--- src/rtl/rf_pkg.sv ---
// Shared sizing and types for the register file and its load tag FIFO.
package rf_pkg;
  localparam int XLEN     = 32;
  localparam int NREG     = 32;
  localparam int LD_DEPTH = 2;

  typedef logic [4:0] reg_addr_t;
endpackage

--- src/rtl/ld_tag_fifo.sv ---
// In-order FIFO of destination tags for loads still waiting on memory.
// Callers gate push/pop; this block assumes no push when full without a pop, and no pop when empty.
module ld_tag_fifo
  import rf_pkg::*;
#(
  parameter int DEPTH = rf_pkg::LD_DEPTH
) (
  input  logic      clk,
  input  logic      rst,
  input  logic      push,
  input  logic      pop,
  input  reg_addr_t push_tag,
  output reg_addr_t head_tag,
  output logic      full,
  output logic      empty
);
  localparam int AW = $clog2(DEPTH);
  localparam int CW = AW + 1;

  reg_addr_t         tags_q [DEPTH];
  reg_addr_t         tags_d [DEPTH];
  logic [AW-1:0]     wr_ptr_q, wr_ptr_d;
  logic [AW-1:0]     rd_ptr_q, rd_ptr_d;
  logic [CW-1:0]     cnt_q, cnt_d;

  // Pointers wrap naturally because DEPTH is a power of two.
  always_comb begin
    tags_d   = tags_q;
    wr_ptr_d = wr_ptr_q + AW'(push);
    rd_ptr_d = rd_ptr_q + AW'(pop);
    cnt_d    = cnt_q + CW'(push) - CW'(pop);
    if (push) tags_d[wr_ptr_q] = push_tag;
  end

  always_ff @(posedge clk) begin
    if (rst) begin
      wr_ptr_q <= '0;
      rd_ptr_q <= '0;
      cnt_q    <= '0;
      for (int i = 0; i < DEPTH; i++) tags_q[i] <= '0;
    end else begin
      wr_ptr_q <= wr_ptr_d;
      rd_ptr_q <= rd_ptr_d;
      cnt_q    <= cnt_d;
      tags_q   <= tags_d;
    end
  end

  assign head_tag = tags_q[rd_ptr_q];
  assign full     = (cnt_q == CW'(DEPTH));
  assign empty    = (cnt_q == '0);
endmodule

--- src/rtl/regfile_scoreboard.sv ---
// 32x32 register file with same-cycle write bypass and a per-register load
// scoreboard; returning loads land in the register tagged at issue time.
module regfile_scoreboard
  import rf_pkg::*;
#(
  parameter int XLEN     = rf_pkg::XLEN,
  parameter int NREG     = rf_pkg::NREG,
  parameter int LD_DEPTH = rf_pkg::LD_DEPTH
) (
  input  logic            clk,
  input  logic            rst,
  input  logic            wb_en,
  input  reg_addr_t       wb_rd,
  input  logic [XLEN-1:0] wb_data,
  input  logic            ld_issue,
  input  reg_addr_t       ld_rd,
  output logic            ld_issue_ready,
  input  logic            ld_valid,
  input  logic [XLEN-1:0] ld_data,
  input  reg_addr_t       rs1,
  input  reg_addr_t       rs2,
  output logic [XLEN-1:0] rs1_data,
  output logic [XLEN-1:0] rs2_data,
  output logic            operands_ready,
  output logic            ld_err
);
  logic [XLEN-1:0] regs_q [NREG];
  logic [XLEN-1:0] regs_d [NREG];
  logic [1:0]      pend_q [NREG];
  logic [1:0]      pend_d [NREG];
  logic            err_q, err_d;

  reg_addr_t head_tag;
  logic      fifo_full, fifo_empty;
  logic      push_en, pop_en;
  logic      rs1_ok, rs2_ok;

  // Issue handshake: a load is accepted when ld_issue && ld_issue_ready at the
  // edge; ld_valid is not back-pressured and consumes the FIFO head if any.
  assign ld_issue_ready = !fifo_full || ld_valid;
  assign push_en        = ld_issue && ld_issue_ready;
  assign pop_en         = ld_valid && !fifo_empty;

  ld_tag_fifo #(.DEPTH(LD_DEPTH)) u_tag_fifo (
    .clk      (clk),
    .rst      (rst),
    .push     (push_en),
    .pop      (pop_en),
    .push_tag (ld_rd),
    .head_tag (head_tag),
    .full     (fifo_full),
    .empty    (fifo_empty)
  );

  always_comb begin
    regs_d = regs_q;
    pend_d = pend_q;
    err_d  = err_q || (ld_valid && fifo_empty) || (ld_issue && !ld_issue_ready);
    for (int r = 1; r < NREG; r++) begin
      if (wb_en && wb_rd == reg_addr_t'(r)) regs_d[r] = wb_data;
      // Load return is applied after WB so it wins on a same-register collision.
      if (pop_en && head_tag == reg_addr_t'(r)) regs_d[r] = ld_data;
      if ((push_en && ld_rd == reg_addr_t'(r)) && !(pop_en && head_tag == reg_addr_t'(r)))
        pend_d[r] = pend_q[r] + 2'd1;
      else if (!(push_en && ld_rd == reg_addr_t'(r)) && (pop_en && head_tag == reg_addr_t'(r)))
        pend_d[r] = pend_q[r] - 2'd1;
    end
    regs_d[0] = '0;
    pend_d[0] = '0;
  end

  always_ff @(posedge clk) begin
    if (rst) begin
      err_q <= 1'b0;
      for (int r = 0; r < NREG; r++) begin
        regs_q[r] <= '0;
        pend_q[r] <= '0;
      end
    end else begin
      err_q  <= err_d;
      regs_q <= regs_d;
      pend_q <= pend_d;
    end
  end

  always_comb begin
    if (rs1 == '0)                       rs1_data = '0;
    else if (pop_en && head_tag == rs1)  rs1_data = ld_data;
    else if (wb_en && wb_rd == rs1)      rs1_data = wb_data;
    else                                 rs1_data = regs_q[rs1];

    if (rs2 == '0)                       rs2_data = '0;
    else if (pop_en && head_tag == rs2)  rs2_data = ld_data;
    else if (wb_en && wb_rd == rs2)      rs2_data = wb_data;
    else                                 rs2_data = regs_q[rs2];
  end

  // A single outstanding load returning this cycle is covered by the bypass.
  assign rs1_ok = (pend_q[rs1] == 2'd0) || (pend_q[rs1] == 2'd1 && pop_en && head_tag == rs1);
  assign rs2_ok = (pend_q[rs2] == 2'd0) || (pend_q[rs2] == 2'd1 && pop_en && head_tag == rs2);
  assign operands_ready = rs1_ok && rs2_ok;
  assign ld_err         = err_q;
endmodule
--- config.mk ---
export PLATFORM = sky130hd
export DESIGN_NAME = regfile_scoreboard
export DESIGN_NICKNAME = d
export VERILOG_FILES = /design/src/rtl/rf_pkg.sv /design/src/rtl/ld_tag_fifo.sv /design/src/rtl/regfile_scoreboard.sv
export SDC_FILE = /design/constraint.sdc
export NUM_CORES = 2
export LEC_CHECK = 0
export CAP_MARGIN = 0
export CELL_PAD_IN_SITES_DETAIL_PLACEMENT = 0
export CELL_PAD_IN_SITES_GLOBAL_PLACEMENT = 1
export CORE_UTILIZATION = 40
export DETAILED_ROUTE_END_ITERATION = 7
export GPL_TIMING_DRIVEN = 0
export PLACE_DENSITY_LB_ADDON = 0.1
export SETUP_SLACK_MARGIN = 0.05
export SLEW_MARGIN = 20
export SYNTH_ARGS = -nofsm -noshare
export SYNTH_HDL_FRONTEND = slang
export SYNTH_SLANG_ARGS = --single-unit
--- constraint.sdc ---
create_clock -name clk -period 3.35 [get_ports clk]
set_clock_uncertainty 0.1 [all_clocks]
set_input_delay 0.5025 -clock clk [delete_from_list [all_inputs] [get_ports clk]]
set_output_delay 0.5025 -clock clk [all_outputs]
set_load 0.02 [all_outputs]
# Word level (Yosys, flattened, before mapping)
# Index checks and enable logic that the tools add are counted.
[totals]
register_bits = 1103
output_inout_bits = 67
[op_classes]
addsub = 66
muxes = 148
reduce_logical = 306
n_lt_le_gt_ge = 5
eq_ne = 100
bitwise_logic = 4
[op_table]
columns = ["operator", "count"]
rows = [
  ["2-to-1 mux 32 bit", 72],
  ["binary-select mux 32 bit (select 5 bit)", 2],
  ["equality test 5 bit, second input constant", 48],
  ["logical AND 1 bit", 169],
  ["2-to-1 mux 2 bit", 66],
  ["nonzero test 2 bit", 62],
  ["equality test 5 x 4 -> 1 bit, second input constant", 24],
  ["zero test 1 bit", 65],
  ["adder 2 x 1 -> 2 bit, second input constant", 31],
  ["subtractor 2 x 1 -> 2 bit, second input constant", 31],
  ["equality test 5 x 3 -> 1 bit, second input constant", 12],
  ["equality test 5 x 2 -> 1 bit, second input constant", 6],
  ["binary-select mux 2 bit (select 5 bit)", 2],
  ["equality test 5 bit", 4],
  ["2-to-1 mux 5 bit", 4],
  ["equality test 5 x 1 -> 1 bit, second input constant", 3],
  [">= comparator 6 bit, second input constant", 2],
  ["NOT 5 -> 6 bit", 2],
  ["bitwise mux 10 bit", 1],
  ["zero test 5 bit", 2],
  ["zero test 2 bit", 3],
  ["demux 5 bit (select 1 bit)", 1],
  ["logical OR 1 bit", 5],
  ["equality test 2 x 1 -> 1 bit, second input constant", 2],
  ["7 further kinds", 10],
]

# Depth between registers and ports, before layout
[depth]
word_depth = 9
mapped_depth = 12
depth_no_buf = 10

# By module
# A second synthesis with hierarchy kept.
[unflattened]
hier_cells = 7066
hier_area_um2 = 66787.8
[by_module_without_submodules]
columns = ["module", "seq_area_each_um2", "area_per_inst_um2", "cells_per_inst", "n_inst"]
rows = [
  ["regfile_scoreboard", 21120.3, 66173.5, 7008, 1],
  ["ld_tag_fifo", 280.3, 614.3, 58, 1],
]

# Worst setup path after synthesis
# No wires, ideal clock.
[synth_timing]
path_kind = "input port to output port"
from = "input rs1[0]"
to = "output rs1_data[20]"
setup_slack_ns = 0.518
stages = 8
required_ns = 2.747
t_arrival_ns = 2.229
path_buffers = 3
path_cell_list = "buf_4 -> buf_2 -> buf_2 -> mux4_2 -> a22oi_1 -> nand2_1 -> a21oi_1 -> o22ai_1"
[synth_via]
elab_chain_len = 7
[synth_lines]
columns = ["item", "line", "rtl"]
rows = [
  ["start, declared", "regfile_scoreboard.sv:20", "input reg_addr_t rs1,"],
  ["NOT 5 -> 6 bit (not written as such)", "regfile_scoreboard.sv:90", "else rs1_data = regs_q[rs1];"],
  ["binary-select mux 32 bit (select 5 bit)", "regfile_scoreboard.sv:90", ""],
  ["2-to-1 mux 32 bit (not written as such) (2 in series)", "regfile_scoreboard.sv:90", ""],
  ["2-to-1 mux 32 bit", "regfile_scoreboard.sv:89", "else if (wb_en && wb_rd == rs1) rs1_data = wb_data;"],
  ["2-to-1 mux 32 bit", "regfile_scoreboard.sv:88", "else if (pop_en && head_tag == rs1) rs1_data = ld_data;"],
  ["2-to-1 mux 32 bit *", "regfile_scoreboard.sv:87", "if (rs1 == '0) rs1_data = '0;"],
  ["end, declared", "regfile_scoreboard.sv:22", "output logic [XLEN-1:0] rs1_data,"],
]
# Mark *: on every way between the ends. The rest lies on a longest branch, timed or not. The select of a mux whose other input is x is not followed.

# Final worst setup path
[layout_timing]
from = "input rs2[2]"
to = "output rs2_data[15]"
[layout_via]
elab_chain_len = 7
[layout_lines]
columns = ["item", "line", "rtl"]
rows = [
  ["start, declared", "regfile_scoreboard.sv:21", "input reg_addr_t rs2,"],
  ["NOT 5 -> 6 bit (not written as such)", "regfile_scoreboard.sv:95", "else rs2_data = regs_q[rs2];"],
  ["binary-select mux 32 bit (select 5 bit)", "regfile_scoreboard.sv:95", ""],
  ["2-to-1 mux 32 bit (not written as such) (2 in series)", "regfile_scoreboard.sv:95", ""],
  ["2-to-1 mux 32 bit", "regfile_scoreboard.sv:94", "else if (wb_en && wb_rd == rs2) rs2_data = wb_data;"],
  ["2-to-1 mux 32 bit", "regfile_scoreboard.sv:93", "else if (pop_en && head_tag == rs2) rs2_data = ld_data;"],
  ["2-to-1 mux 32 bit *", "regfile_scoreboard.sv:92", "if (rs2 == '0) rs2_data = '0;"],
  ["end, declared", "regfile_scoreboard.sv:23", "output logic [XLEN-1:0] rs2_data,"],
]
# Marks and branches as above.

==> results.sh <==
export IMPL_synth_commonest_cells="1184 x nor2_1, 1069 x dfxtp_1, 1065 x mux2i_1"
export IMPL_track_usage_pct=43.5
export IMPL_hold_viol=0
export IMPL_antenna_found_initial=18
export IMPL_drt_iter0_drc=8831
export IMPL_ys_warn_count=0
export IMPL_start_util_pct=40.3
export IMPL_grt_pass1_wl_mm=510
export IMPL_cts_sinks=1069
export IMPL_grt_max_degree=17
export IMPL_synthTopCellsByArea="dfxtp_1 32%, mux2i_1 16%, mux4_2 13%"
export IMPL_avgSynthCellArea_um2=9.33
export IMPL_overflow=0
export IMPL_r2r_start="u_tag_fifo.rd_ptr_q"
export IMPL_synth_seq_cells=1069
export IMPL_vias=65400
export IMPL_rr_endpoint="pend_q[61]"
export IMPL_crit_required_ns=2.75
export IMPL_multiInputGateArea_um2=43100
export IMPL_critPathKind="input pin to output port"
export IMPL_setup_slack_ns=-0.495
export IMPL_dp_hpwl_mm=308
export IMPL_die_area_um2=170000
export IMPL_ys_async_sr_fraction_pct=0
export IMPL_place_inst=9495
export IMPL_syn_inst=7209
export IMPL_clk_path_buf_depth=3
export IMPL_synth_area_um2=67300
export IMPL_ys_seq_area_share_pct=31.8
export IMPL_p_sw_share_pct=31.2
export IMPL_tritoncts="built"
export IMPL_grt_pass1_vias=62200
export IMPL_end_kind="output port"
export IMPL_fin_crit_sh_pct=115
export IMPL_holdPathEnd="regs_q[326]"
export IMPL_clock_latency_ns=0.82
export IMPL_setup_violations=65
export IMPL_leakagePower_nw=29.0
export IMPL_fp_coreArea_um2=167000
export IMPL_wl_per_cell_um=38.8
export IMPL_status="finished, violations left"
export IMPL_area_growth_pct=18.1
export IMPL_cap_violations=0
export IMPL_ios=156
export IMPL_drtAntennaViolNets=0
export IMPL_synth_cell_type_count=62
export IMPL_power_frac_seq_pct=38.5
export IMPL_die_w_um=412
export IMPL_worstHoldPathType="input pin to register"
export IMPL_clkPwrFrac_pct=44.9
export IMPL_p_sw_w=0.0108
export IMPL_drc=0
export IMPL_synth_nets=7333
export IMPL_io_buffers=81
export IMPL_cp_start_kind="input pin"
export IMPL_die_y_um=412
export IMPL_routed_wl_mm=381
export IMPL_drive_gt1_share_pct=23.0
export IMPL_pre_cts_ws_ns=-2.70
export IMPL_cell_internal_pwr_w=0.0238
export IMPL_h_tree_depth=4
export IMPL_synth_largest_area_cell="dfxtp_1"
export IMPL_finalCriticalPeriod_ns=3.84
export IMPL_fin_setup_tns_ns=-22.43
export IMPL_ir_drop_uv=585
export IMPL_violations="setup timing"
export IMPL_synth_edff_count=0
export IMPL_slew_headroom_pct=14.0
export IMPL_firstDrtPassIters=6
export IMPL_power_density_nw_per_um2=435
export IMPL_fp_row_count=150
export IMPL_worst_r2r_path_depth=12
export IMPL_min_path_cells=3
export IMPL_synth_top_area_share_pct=31.8
export IMPL_fillCellCount=16100
export IMPL_cts_buffers=139
export IMPL_instances_no_fill=9817
export IMPL_synth_most_common_cell="nor2_1"
export IMPL_worstHoldStart="wb_data[6]"
export IMPL_worst_pin_slew_ns=1.29
export IMPL_clk_pin_slew_worst_paths_ns=0.06
export IMPL_clockRootBuffer="clkbuf_16"
export IMPL_routabilityCongestion=1.03
export IMPL_crit_arrival_ns=3.24
export IMPL_finalPower_w=0.0346
export IMPL_rsz0062_at_grt="true"
export IMPL_timing_fmax_mhz=260
export IMPL_pwr_share_comb_pct=16.6
export IMPL_drv_slew=0
export IMPL_crit_fanout=10
export IMPL_regArea_um2=21400
export IMPL_drt_vias_per_instance=6.67
export IMPL_r2r_slack_ns=0.09
export IMPL_final_nets=7619
export IMPL_ys_dominant_reg_cell="dfxtp_1"
-- flip-flops by register name, indices dropped and copies added, names as in the netlist --
| name | flops |
|---|---|
| regs_q | 992 |
| pend_q | 62 |
| u_tag_fifo.cnt_q | 2 |
| ld_err | 1 |
| u_tag_fifo.rd_ptr_q | 1 |
| u_tag_fifo.tags_q | 10 |
| u_tag_fifo.wr_ptr_q | 1 |
-- power by group through the flow --
stage | sequential (W) | clock [W] | combinational, W
after floorplan | 0.0134 | 0 | 0.00268
after global placement | 0.0135 | 0 | 0.00486
after detailed placement | 0.0135 | 0 | 0.00489
after CTS | 0.0133 | 0.0155 | 0.00537
after global routing | 0.0133 | 0.0160 | 0.00577
final | 0.0133 | 0.0155 | 0.00575
-- worst max-delay path by stage --
stage / start / to / slack [ns] / cells past startpoint
5_1_grt: u_tag_fifo.rd_ptr_q / rs2_data[27] / -0.49 / 13
3_5_place_dp: rs1[2] / rs1_data[17] / -2.70 / 10
4_1_cts: u_tag_fifo.rd_ptr_q / rs2_data[20] / -0.40 / 11
3_3_place_gp: rs2[2] / rs2_data[21] / -3.11 / 11
2_1_floorplan: rs1[0] / rs1_data[20] / 0.52 / 8
6_report: rs2[2] / rs2_data[15] / -0.49 / 12
-- layer usage --
layer / GRT usage [%] / vias to the layer above / wire, um
li1: - / 27500 / -
met3: 13.0 / 837 / 42700
met2: 63.6 / 4092 / 160000
met1: 57.5 / 33000 / 156000
met5: 0.678 / - / 311
met4: 22.5 / 8 / 22100
-- cell type report --
class                           count  share of cell area, %
Antenna cell                       17                 0.0536
Buffer                            990                   7.44
Clock buffer                      208                   5.24
Clock inverter                     34                  0.454
Inverter                            9                 0.0425
Multi-Input combinational cell   5136                   54.2
Sequential cell                  1069                   26.9
Tap cell                         2204                   3.47
Timing Repair Buffer              150                   2.12
-- cells by family after synthesis --
family	after synthesis	share of synthesized area, %
DFF	1069	31.8
buffers and inverters	1004	6.90
and+or+nand+nor	1850	11.2
AOI/OAI and AO/OA	1599	17.3
adders and majority gates	35	0.651
muxes	1567	31.0
xor gates and xnor gates	85	1.11
-- critical path: stages --
cell      delay, ns
buf_4          0.23
buf_6          0.26
inv_1          0.13
clkbuf_4       0.27
buf_12         0.25
buf_2          0.28
nor2_1         0.09
nor2_2         0.33
a221o_1        0.22
nand2_1        0.09
a21oi_4        0.36
buf_6          0.18
-- cell usage in the layout, fill, tap and decap left out, types with 68 or more instances in the layout --
cell,instances
clkbuf_16,145
o211ai_1,74
buf_6,102
buf_2,338
xor2_1,68
nand2_1,351
nor2_1,1148
a311oi_1,160
dfxtp_1,1067
clkbuf_2,70
clkbuf_1,329
mux4_2,399
buf_4,106
mux2_2,101
a211oi_1,840
mux2i_1,1018
buf_1,81
nand3_1,179
-- metrics by stage --
step,utilization (%),hold slack (ns),cell area [um2]
floorplan,-,0.364,67300
global placement,42.4,0.368,70800
CTS,47.2,0.000678,78800
global route,47.5,0.0435,79400
finish,47.6,0.0138,79400
detailed placement,42.4,0.362,70900
-- what timing repair did --
action,CTS,global route
setup endpoints to repair,78,81
buffers inserted,33,6
resized for setup,1072,159
hold endpoints to repair,57,0
pin swaps,123,28
hold buffers,23,0
cloned,7,1
(Power assumes the default switching activity.)
